$ cat config.mk
export PLATFORM = sky130hd
export DESIGN_NAME = alu_sequencer
export DESIGN_NICKNAME = d
export VERILOG_FILES = /design/src/rtl/alu_sequencer_pkg.sv /design/src/rtl/alu_sequencer.sv
export SDC_FILE = /design/constraint.sdc
export NUM_CORES = 1
export LEC_CHECK = 0
export CAP_MARGIN = 15
export CORE_MARGIN = 1.5
export CORE_UTILIZATION = 43
export DETAILED_ROUTE_END_ITERATION = 12
export PLACE_DENSITY = 0.79
export SKIP_CTS_REPAIR_TIMING = 1
export SLEW_MARGIN = 5
export SYNTH_ARGS = -nofsm -noshare
export SYNTH_HDL_FRONTEND = slang
export SYNTH_SLANG_ARGS = --single-unit
$ cat constraint.sdc
create_clock -name clk -period 2.4 [get_ports clk]
set_input_delay 0.48 -clock clk [delete_from_list [all_inputs] [get_ports clk]]
set_output_delay 0.48 -clock clk [all_outputs]
set_load 0.005 [all_outputs]
$ cat src/rtl/alu_sequencer_pkg.sv
// ============================================================================
//  Module   : alu_sequencer_pkg
//  Purpose  : Opcodes, flag width and state encoding shared by the sequencer.
//  Revision : 1.0 - initial release
// ============================================================================
`default_nettype none

package alu_sequencer_pkg;

    localparam logic [1:0] OP_NOR  = 2'd0;
    localparam logic [1:0] OP_NAND = 2'd1;
    localparam logic [1:0] OP_SUM  = 2'd2;
    localparam logic [1:0] OP_SUB  = 2'd3;

    localparam int FLAG_W = 5;

    typedef enum logic [2:0] {
        ST_IDLE  = 3'd0,
        ST_LD_A  = 3'd1,
        ST_LD_B  = 3'd2,
        ST_LD_OP = 3'd3,
        ST_UPD   = 3'd4,
        ST_WAIT  = 3'd5,
        ST_RESP  = 3'd6
    } seq_state_t;

endpackage

`default_nettype wire

$ cat src/rtl/alu_sequencer.sv
// ============================================================================
//  Module   : alu_sequencer
//  Purpose  : Loads one command into the alu (A, B, opcode, update), captures
//             result/flags and returns them on a valid/ready response port.
//  Revision : 1.0 - initial release
// ============================================================================
`default_nettype none

module alu_sequencer
    import alu_sequencer_pkg::*;
#(
    parameter int N        = 16,
    parameter int RES_WAIT = 1
) (
    input  logic              clk,
    input  logic              reset,
    input  logic              cmd_valid,
    output logic              cmd_ready,
    input  logic [N-1:0]      cmd_a,
    input  logic [N-1:0]      cmd_b,
    input  logic [1:0]        cmd_op,
    output logic              rsp_valid,
    input  logic              rsp_ready,
    output logic [N-1:0]      rsp_result,
    output logic [FLAG_W-1:0] rsp_flags,
    output logic [N-1:0]      alu_data_in,
    output logic              alu_load_A,
    output logic              alu_load_B,
    output logic              alu_load_Op,
    output logic              alu_updateRes,
    input  logic [N-1:0]      alu_result,
    input  logic [FLAG_W-1:0] alu_flags,
    output logic              busy,
    output logic [15:0]       ops_done
);

    localparam int C_WAIT_W = (RES_WAIT > 1) ? $clog2(RES_WAIT) : 1;

    seq_state_t          r_state;
    seq_state_t          w_state_next;
    logic                w_accept;
    logic                w_last_wait;
    logic                w_rsp_fire;
    logic [N-1:0]        w_data_next;

    logic [N-1:0]        r_op_b;
    logic [1:0]          r_op_code;
    logic [C_WAIT_W-1:0] r_wait_cnt;
    logic [N-1:0]        r_data_in;
    logic                r_load_a;
    logic                r_load_b;
    logic                r_load_op;
    logic                r_update;
    logic                r_rsp_valid;
    logic [N-1:0]        r_rsp_result;
    logic [FLAG_W-1:0]   r_rsp_flags;
    logic [15:0]         r_ops_done;

    always_ff @(posedge clk) begin
        if (!reset) begin
            r_state <= ST_IDLE;
        end else begin
            r_state <= w_state_next;
        end
    end

    always_comb begin
        w_state_next = r_state;
        w_accept     = 1'b0;
        w_last_wait  = 1'b0;
        w_rsp_fire   = 1'b0;
        unique case (r_state)
            ST_IDLE: begin
                if (cmd_valid) begin
                    w_accept     = 1'b1;
                    w_state_next = ST_LD_A;
                end
            end
            ST_LD_A:  w_state_next = ST_LD_B;
            ST_LD_B:  w_state_next = ST_LD_OP;
            ST_LD_OP: w_state_next = ST_UPD;
            ST_UPD:   w_state_next = ST_WAIT;
            ST_WAIT: begin
                if (r_wait_cnt == '0) begin
                    w_last_wait  = 1'b1;
                    w_state_next = ST_RESP;
                end
            end
            ST_RESP: begin
                if (r_rsp_valid && rsp_ready) begin
                    w_rsp_fire   = 1'b1;
                    w_state_next = ST_IDLE;
                end
            end
            default: w_state_next = ST_IDLE;
        endcase

        // LD_A is only entered on the accept edge, so A goes straight from the
        // command port into the data register; B and opcode come from the latch.
        unique case (w_state_next)
            ST_LD_A:  w_data_next = cmd_a;
            ST_LD_B:  w_data_next = r_op_b;
            ST_LD_OP: w_data_next = {{(N-2){1'b0}}, r_op_code};
            default:  w_data_next = '0;
        endcase
    end

    always_ff @(posedge clk) begin
        if (!reset) begin
            r_op_b       <= '0;
            r_op_code    <= '0;
            r_wait_cnt   <= '0;
            r_data_in    <= '0;
            r_load_a     <= 1'b0;
            r_load_b     <= 1'b0;
            r_load_op    <= 1'b0;
            r_update     <= 1'b0;
            r_rsp_valid  <= 1'b0;
            r_rsp_result <= '0;
            r_rsp_flags  <= '0;
            r_ops_done   <= '0;
        end else begin
            r_data_in <= w_data_next;
            r_load_a  <= (w_state_next == ST_LD_A);
            r_load_b  <= (w_state_next == ST_LD_B);
            r_load_op <= (w_state_next == ST_LD_OP);
            r_update  <= (w_state_next == ST_UPD);

            if (w_accept) begin
                r_op_b    <= cmd_b;
                r_op_code <= cmd_op;
            end

            if (r_state == ST_UPD) begin
                r_wait_cnt <= C_WAIT_W'(RES_WAIT - 1);
            end else if (r_state == ST_WAIT && r_wait_cnt != '0) begin
                r_wait_cnt <= r_wait_cnt - 1'b1;
            end

            if (w_last_wait) begin
                r_rsp_valid  <= 1'b1;
                r_rsp_result <= alu_result;
                r_rsp_flags  <= alu_flags;
            end else if (w_rsp_fire) begin
                r_rsp_valid <= 1'b0;
                r_ops_done  <= r_ops_done + 16'd1;
            end
        end
    end

    assign cmd_ready     = (r_state == ST_IDLE);
    assign busy          = (r_state != ST_IDLE);
    assign alu_data_in   = r_data_in;
    assign alu_load_A    = r_load_a;
    assign alu_load_B    = r_load_b;
    assign alu_load_Op   = r_load_op;
    assign alu_updateRes = r_update;
    assign rsp_valid     = r_rsp_valid;
    assign rsp_result    = r_rsp_result;
    assign rsp_flags     = r_rsp_flags;
    assign ops_done      = r_ops_done;

endmodule

`default_nettype wire
==> results of run 1 <==
-- final cells by class --
type	count	area (sq um)	area share
clock buffer	11	141	0.0305
clock inverter	5	128	0.0275
inverter	7	26.3	0.00567
multi-input combinational	256	1320	0.285
sequential	80	1600	0.345
tap	96	120	0.0259
timing repair buffer	132	1300	0.280
-- cells by family after synthesis --
family	synth area share
flip-flops	0.533
adder cells (fa/ha/maj)	0.00416
AO/OA/AOI/OAI	0.166
buffers and inverters	0.0350
AND/OR/NAND/NOR	0.242
XOR/XNOR	0.0204
-- worst max-delay path: stages, from the launching register on --
cell,delay (ns)
dfxtp_1,0.70
nor3_2,0.14
inv_1,0.09
clkdlybuf4s50_1,0.52
-- metrics by stage --
step,instances,hold slack (ns),utilization,worst slack [ns]
2_1_floorplan,363,0.436,-,0.649
3_3_place_gp,571,0.441,0.642,0.0795
3_5_place_dp,571,0.446,0.642,0.0347
4_1_cts,587,0.458,0.682,0.0250
5_1_grt,587,0.474,0.682,0.0180
6_report,587,0.456,0.682,0.123
-- worst max-delay path by stage --
stage                           start      endpoint  slack, ns  cells after the start
after floorplan           ops_done[0]  ops_done[12]       0.65                      5
after global placement      rsp_ready  ops_done[12]       0.08                      5
after detailed placement    rsp_ready  ops_done[12]       0.03                      5
after CTS                  r_state[1]     cmd_ready       0.03                      2
after global routing       r_state[1]          busy       0.02                      3
final                      r_state[1]          busy       0.12                      3
-- cell usage in the layout, fill, tap and decap left out, types with 2 or more instances in the layout --
master           netlist  layout
o21ai_0               13      13
xnor2_1                5       5
nor3_2                 0       2
nor4_1                 5       4
inv_1                  7       6
or4_4                  2       2
xor2_1                 2       2
dfxtp_1               80      80
nor3_1                 6       4
buf_4                  0      13
a22o_1                 2       2
a22oi_1               16      16
nand3b_1               2       2
a21oi_1               54      54
clkbuf_8               0      10
nand2_1               94      94
or3_1                  7       7
nor2b_1                2       2
nand4_1                2       2
nand3_1                3       3
nor2_1                29      29
bufinv_16              0       4
clkdlybuf4s50_1        0     118
-- registers in the layout, summed over array words and instances (netlist names) --
register	cells
alu_load_B	1
alu_data_in	16
r_wait_cnt	1
alu_load_Op	1
alu_updateRes	1
alu_load_A	1
r_op_code	2
rsp_result	16
ops_done	16
rsp_flags	5
r_state	3
r_op_b	16
rsp_valid	1
-- metal layers --
metal,share of wire,vias to the layer above,global-route usage,wire (microns)
met4,0.013,0,0.0704,101
met1,0.43,1307,0.255,3280
met5,0,-,0,0
met2,0.47,105,0.356,3610
met3,0.087,8,0.0924,668
li1,-,1473,-,-
-- power by group through the flow --
stage          clock network (W)  registers (W)  logic [W]
2_1_floorplan                  0        0.00143   0.000165
3_3_place_gp                   0        0.00144   0.000368
3_5_place_dp                   0        0.00144   0.000373
4_1_cts                  0.00132        0.00141   0.000375
5_1_grt                  0.00139        0.00142   0.000412
6_report                 0.00130        0.00141   0.000373
==> impl_results.md, run 1 <==
- Leak: about 1.6 nW
- CTS Buf Count: 9
- Final Hold Vio Count: 0
- First drt pass iteration count: 5
- Area growth from synthesis to layout: 54.2%
- Post-layout minimum cycle time: 2.28 ns
- Antenna violations before repair: 0
- RSZ-0062 raised after global routing: no
- Hold WC Path Type: register to register
- Crit end category: primary output
- Detailed-route DRC error count: 0
- TritonCTS clock tree: done
- Status: finished clean
- P_sw: 0.000672 W
- Height of the die: between 80 and 90 microns
- Slew @ Worst Pin: 0.586 ns
- Post-DR wirelength/cell: 13.1 microns
- Comb pwr share: 0.121
- Top-count cell post-synth: nand2_1
- Power density over the cells: 665 nW/um^2
- Clock Root Buffer: clkbuf_8
- Min-delay src: r_op_b[6]
- Final setup viols: 0
- Via density: just under 5
- Area fraction of the dominant cell type after synthesis: 0.533
- Most instantiated cells after synthesis: 94 x nand2_1, 80 x dfxtp_1, 54 x a21oi_1
- Skew final: 0.0113 ns
- Total track usage: 0.217
- Largest net degree at the start of global routing: 35
- Row Count: 30
- Worst reg2reg path startpoint: r_state[1]
- CTS Sinks: 80
- First DRT Iteration DRCs: 130
- Initial core utilization: 0.442
- WP data arrival: 1.80 ns
- Sw Share: 0.218
- Vias in the first global route: 2812
- Sequential fraction of the synthesis area: 0.533
- Proportion of layout cells with a drive suffix above 1: 0.0774
- Post-DP HPWL: ~5.4 mm
- Syn Area/Cell: 8.28 sq um
- First-pass GRT wire length: 12.8 mm
- Die area: 7500 sq um
- FF-to-FF End: ops_done[15]
- Final WL: 7.66 mm
- H-tree levels: 3
- CP required: 1.92 ns
- Syn Nets: 423
- Synth top area cells: dfxtp_1 53%, nand2_1 12%, a21oi_1 9.0%, a22oi_1 4.0%, nor2_1 3.6%
- VDD IR max: 386 uV
- YS warnings: 0
- Total power draw: 0.00308 W
- CP Class: register to primary output
- Worst skew pair latency: 0.35 ns
- Worst hold endpoint: r_op_b[6]
- Via count: 2893
- Total core area: 6790 sq um
- Ant diodes: 0
- Post-synth ARST share: 0
- Post-route cell area: 4640 sq um
- Register-to-register setup slack: 0.27 ns
- Fmax: 0.439 GHz
- Cell internal pwr: ~0.0024 W
- Post-synthesis cell type count: 32
- Clock power frac: 0.422
- IO Count: ~120
- Relative slew slack: 0.609
- Layout fillers: 549
- Worst R2R Path Depth: 4
- NumNets Final: ~550
- Dpl cell area: 4360 sq um
- Clock buffer depth: 2
- Total gr overflow: 0
- Setup crit start kind: register
- PortBufs: 118
- Worst hold stages: 2
- Worst-path clk slew: around 0.080 ns
- Post-Synthesis Cells: 363
- #FFs+latches synth: 80
- Dominant cell type by area after synthesis: dfxtp_1
- Final Max Slew Viols: 0
- Synth Flop Type: dfxtp_1
- Crit-path max FO: 14
- Synthesized area: 3010 sq um
- Setup TNS: 0 ns
- Tcrit/Tclk final: 0.949
- Sequential share of power: 0.457
- Max cap viols: 0
- Post-synth EDFFs: 0
- Chip Width: 86.6 microns
- Final weighted congestion in routability-driven placement: 0.843
- Final ANT Viol Nets: 0
No activity file was read; power rests on OpenSTA's default activity.
==> inputs of run 2 (changes only) <==
- SKIP_CTS_REPAIR_TIMING: 1 -> default
- SLEW_MARGIN: 5 -> 10
==> results of run 2 <==
Final layout, timing and power as in run 1 (identical DEF).
